File: config.mk
export PLATFORM = sky130hd
export DESIGN_NAME = param_seq_detector
export DESIGN_NICKNAME = d
export VERILOG_FILES = /design/src/rtl/seq_det_pkg.sv /design/src/rtl/seq_prefix_match.sv /design/src/rtl/param_seq_detector.sv
export SDC_FILE = /design/constraint.sdc
export NUM_CORES = 1
export LEC_CHECK = 0
export BUFFER_PORTS_ARGS = -buffer_cell sky130_fd_sc_hd__buf_2
export CORE_MARGIN = 3
export CORE_UTILIZATION = 29
export CTS_CLUSTER_SIZE = 28
export DETAILED_ROUTE_END_ITERATION = 10
export GPL_ROUTABILITY_DRIVEN = 0
export PLACE_DENSITY_LB_ADDON = 0.15
export REMOVE_ABC_BUFFERS = 1
export SYNTH_ARGS = -nofsm -noshare
export SYNTH_HDL_FRONTEND = slang
export SYNTH_HIERARCHICAL = 1
export SYNTH_SLANG_ARGS = --single-unit
File: constraint.sdc
create_clock -name clk -period 2.3 [get_ports clk]
set_input_delay 0.115 -clock clk [delete_from_list [all_inputs] [get_ports clk]]
set_output_delay 0.115 -clock clk [all_outputs]
set_load 0.01 [all_outputs]
File: src/rtl/seq_det_pkg.sv
// Shared defaults and width helper for the parameterised serial sequence detector.
package seq_det_pkg;

  localparam int unsigned DEF_PAT_W   = 4;
  localparam int unsigned DEF_CNT_W   = 8;
  localparam logic [3:0]  DEF_PAT_RST = 4'b1011;

  // Width of the prefix-length output; never narrower than one bit.
  function automatic int unsigned state_w(input int unsigned pat_w);
    return ($clog2(pat_w) < 1) ? 1 : $clog2(pat_w);
  endfunction

endpackage

File: src/rtl/seq_prefix_match.sv
// Combinational longest-prefix finder: how many of the newest history bits
// already match the start of the pattern.
module seq_prefix_match
  import seq_det_pkg::*;
#(
  parameter int unsigned PAT_W = DEF_PAT_W,
  parameter int unsigned SW    = state_w(DEF_PAT_W)
) (
  input  logic [PAT_W-2:0] hist,
  input  logic [SW-1:0]    fill,
  input  logic [PAT_W-1:0] pat,
  output logic [SW-1:0]    state
);

  logic [PAT_W-2:0] mask;
  logic [PAT_W-2:0] pat_top;

  // Ascending scan so the largest matching length wins.
  always_comb begin
    state   = '0;
    mask    = '0;
    pat_top = '0;
    for (int unsigned k = 1; k < PAT_W; k++) begin
      mask    = {(PAT_W-1){1'b1}} >> (PAT_W - 1 - k);
      pat_top = (PAT_W-1)'(pat >> (PAT_W - k));
      if ((fill >= SW'(k)) && ((hist & mask) == (pat_top & mask))) begin
        state = SW'(k);
      end
    end
  end

endmodule

File: src/rtl/param_seq_detector.sv
// Serial pattern detector with runtime-loadable pattern, overlap mode,
// Mealy match flag and saturating match counter.
module param_seq_detector
  import seq_det_pkg::*;
#(
  parameter int unsigned         PAT_W   = DEF_PAT_W,
  parameter int unsigned         CNT_W   = DEF_CNT_W,
  parameter logic [PAT_W-1:0]    PAT_RST = PAT_W'(DEF_PAT_RST)
) (
  input  logic                        clk,
  input  logic                        rst_n,
  input  logic                        in,
  input  logic                        in_valid,
  input  logic                        cfg_load,
  input  logic [PAT_W-1:0]            cfg_pat,
  input  logic                        cfg_overlap,
  input  logic                        cnt_clr,
  output logic                        dec,
  output logic [state_w(PAT_W)-1:0]   state,
  output logic [CNT_W-1:0]            match_cnt
);

  localparam int unsigned      SW       = state_w(PAT_W);
  localparam logic [SW-1:0]    FILL_MAX = SW'(PAT_W - 1);

  logic [PAT_W-1:0] pat_q, pat_d;
  logic             ovl_q, ovl_d;
  logic [PAT_W-2:0] hist_q, hist_d;
  logic [SW-1:0]    fill_q, fill_d;
  logic [CNT_W-1:0] match_cnt_q, match_cnt_d;

  // Gating on rst_n keeps the flag quiet for the whole reset cycle.
  assign dec = rst_n & in_valid & ~cfg_load & (fill_q == FILL_MAX) &
               ({hist_q, in} == pat_q);

  always_comb begin
    pat_d       = pat_q;
    ovl_d       = ovl_q;
    hist_d      = hist_q;
    fill_d      = fill_q;
    match_cnt_d = match_cnt_q;

    if (cfg_load) begin
      pat_d  = cfg_pat;
      ovl_d  = cfg_overlap;
      hist_d = '0;
      fill_d = '0;
    end else if (in_valid) begin
      if (dec && !ovl_q) begin
        hist_d = '0;
        fill_d = '0;
      end else begin
        hist_d = (PAT_W-1)'({hist_q, in});
        if (fill_q != FILL_MAX) fill_d = fill_q + 1'b1;
      end
    end

    if (cnt_clr) begin
      match_cnt_d = '0;
    end else if (dec && (match_cnt_q != '1)) begin
      match_cnt_d = match_cnt_q + 1'b1;
    end
  end

  always_ff @(posedge clk) begin
    if (!rst_n) begin
      pat_q       <= PAT_RST;
      ovl_q       <= 1'b1;
      hist_q      <= '0;
      fill_q      <= '0;
      match_cnt_q <= '0;
    end else begin
      pat_q       <= pat_d;
      ovl_q       <= ovl_d;
      hist_q      <= hist_d;
      fill_q      <= fill_d;
      match_cnt_q <= match_cnt_d;
    end
  end

  seq_prefix_match #(
    .PAT_W (PAT_W),
    .SW    (SW)
  ) u_prefix (
    .hist  (hist_q),
    .fill  (fill_q),
    .pat   (pat_q),
    .state (state)
  );

  assign match_cnt = match_cnt_q;

endmodule

==> results.toml <==
[global_routing]
grt_max_degree = 18
overflow = 0
grt_pass1_vias = 909
grt_pass1_wl_mm = 4.04
track_usage_pct = 11.9
antenna_found_initial = 0

[logic_synthesis]
synth_cells = 120
synth-xor-area-share_pct = 8.23
netlist_area_mm2 = 0.00106
synth_edf_count = 0
synthAdderAreaFrac_pct = 2.35
async_flop_share_pct = 0
synth-compound-area-share_pct = 16.9
avgSynthCellArea_um2 = 8.87
synth_top_family_by_area = "simple AND/OR/NAND/NOR gates"
seq_area_frac_synth_pct = 33.8
yosys-top-cells-area = "dfxtp_1 (34%), mux2i_1 (6.6%), xnor2_1 (5.8%)"
synth-main-ff-cell = "dfxtp_1"
ys_ff_latch = 18
yosys.cell_types.count = 37
yosys.area_share.simple_pct = 25.7
synth.area.mux_share_pct = 6.58
yosysTopAreaCell = "dfxtp_1"
synth.top_cell.area_share_pct = 33.8
yosys_warnings = 6

[floorplan]
boundaryPins = 22
die_h_um = 66.6
die_area_mm2 = 0.00443
rows = 21
die_w_um = 66.6
coreArea_mm2 = 0.00344
initial_core_util_pct = 30.9

[worst_setup_path]
reg2reg_slack_ns = 0.35
required_ns = 2.46
path_class = "reg -> reg"
r2r-end = "match_cnt[6]"
cpMaxStageDelayCell = "or4_1"
r2r_start = "fill_q[1]"
crit_family = "simple AND/OR/NAND/NOR gates"
cp-end-kind = "flop"
cp_max_fo = 17
cp_cell_sequence = "ha_1 > and2_1 > nand4_4 > or4_1 > o211a_1"
cp.arrival_ns = 2.11
worstRegToRegCells = 5
max_stage_delay_ns = 0.53
start_kind = "flop"
critPathBufInv = 0
crit_start = "fill_q[1]"

[timing]
period_minus_slack_ns = 1.95
max_freq_ghz = 0.513
maxSlewViolCount = 0
hold_violations = 0
rsz0062_at_grt = "false"
fin_setup_tns_ns = 0
tightest_slew_ns = 0.408
skew_ns = 0.00253
setup_violations = 0
relSlewSlack_pct = 72.7
hold_ws_ns = 0.0684
post-route-period-util_pct = 84.8

[placement]
portBuffers = 21
placed_area_mm2 = 0.00120
hpwl_mm = 1.80

[power]
p_per_area_mw_per_mm2 = 530
power_mw = 0.665
power_leakage_nw = 0.483
peakVddDrop_mv = 0.222

[routing]
vias = 923
dr.first_iter.drc_count = 16
drcViolationCount = 0
drtAntennaViolNets = 0
drt-total-wl_mm = 2.39
via_per_inst = 4.94
dr.pass1.iters = 4
detail_route.wl_per_cell_um = 12.8

[clock_network]
cts_root_buf = "clkbuf_8"
post_cts_resized = 0
clkTransAtPathRegs_ns = 0.07
ctsHtreeMaxLevel = 1
cts_tree = "done"
clkSinkCount = 18
clkLatencyLatePin_ns = 0.26
numCtsBuffers = 3
cts_buffer_depth = 2
post_cts_buffers = 0
holdBufCountCts = 0

[cells_and_area]
syn_to_final_growth_pct = 18.0
fillers = 368
final_area_mm2 = 0.00126
diodes = 0
drive_gt1_share_pct = 21.3
fin_nets = 155

[min_path]
worstHoldEndpoint = "pat_q[1]"
hold_class = "in -> reg"
hp-start = "cfg_pat[1]"
hold-path-cell-count = 3

[flow_run]
drv_cap = 0

[status]
run_status = "complete, no violations"
==> worst reg2reg max path: stages (launching register included) <==
cell	delay, ns
dfxtp_1	0.44
ha_1	0.24
and2_1	0.19
nand4_4	0.23
or4_1	0.53
o211a_1	0.21
==> cells by family after synthesis <==
family | Yosys count
AO/OA/AOI/OAI | 25
buffers and inverters | 13
XOR/XNOR | 10
adder cells (fa/ha/maj) | 2
multiplexers | 7
flip-flops | 18
AND/OR/NAND/NOR | 45
==> cells in the mapped netlist (3+ instances only) <==
cell / n
mux2i_1: 7
nand4_1: 3
o21ai_0: 3
dfxtp_1: 18
xor2_1: 3
inv_1: 7
nand2_1: 14
o31ai_1: 4
nand2b_1: 3
o32ai_1: 4
nand3_1: 6
or4_1: 4
a21oi_1: 5
xnor2_1: 7
==> power breakdown <==
part / switching [mW] / internal (mW) / leakage, nW
clock network: 0.115 / 0.152 / 0.0288
logic: 0.0378 / 0.0305 / 0.308
registers: 0.0113 / 0.319 / 0.146
==> flip-flops by register name (all words and copies together), names as in the netlist <==
| signal | count |
|---|---|
| fill_q | 2 |
| match_cnt | 8 |
| ovl_q | 1 |
| pat_q | 4 |
| hist_q | 3 |
==> stage by stage <==
step	utilization, %	instances	setup slack [ns]
finish	36.5	187	0.349
CTS	36.5	187	0.352
detailed placement	34.9	183	0.377
global placement	34.9	183	0.423
global route	36.5	187	0.156
floorplan	-	114	0.548
==> final cells by class <==
class / count / area, um^2 / area share, %
tap: 46 / 57.6 / 4.58
inverter: 7 / 26.3 / 2.09
timing repair buffer: 23 / 120 / 9.56
multi-input combinational: 89 / 637 / 50.7
clock buffer: 4 / 55.1 / 4.38
sequential: 18 / 360 / 28.7
==> how the worst max path moves through the flow <==
| stage | to | depth (start not counted) | slack [ns] |
|---|---|---|---|
| final | match_cnt[6] | 5 | 0.35 |
| after global routing | match_cnt[6] | 5 | 0.16 |
| after CTS | match_cnt[6] | 5 | 0.35 |
| after detailed placement | match_cnt[6] | 5 | 0.38 |
| after global placement | match_cnt[6] | 5 | 0.42 |
| after floorplan | match_cnt[6] | 5 | 0.55 |
==> routing by layer <==
layer	routed length, um	track usage (%)	part of all wire [%]
met3	82	2.19	3.4
met2	1060	18.3	45
met1	1210	15.9	51
met4	31	5.33	1.3
met5	0	0	0
==> layout by cell type, fill, tap and decap left out, types with 2 or more instances in the layout <==
master,count
buf_2,21
dfxtp_1,18
nand2_1,14
xnor2_1,7
inv_1,7
mux2i_1,7
nand3_1,6
a21oi_1,5
o31ai_1,4
or4_1,4
o32ai_1,4
clkbuf_8,4
nand4_1,3
nand2b_1,3
o21ai_0,3
xor2_1,3
and2_1,2
nor2b_1,2
and4_1,2
o211a_1,2
nor4_2,2
or3_1,2
ha_1,2
buf_4,2
Note: power is estimated with default switching activity, not from simulation.
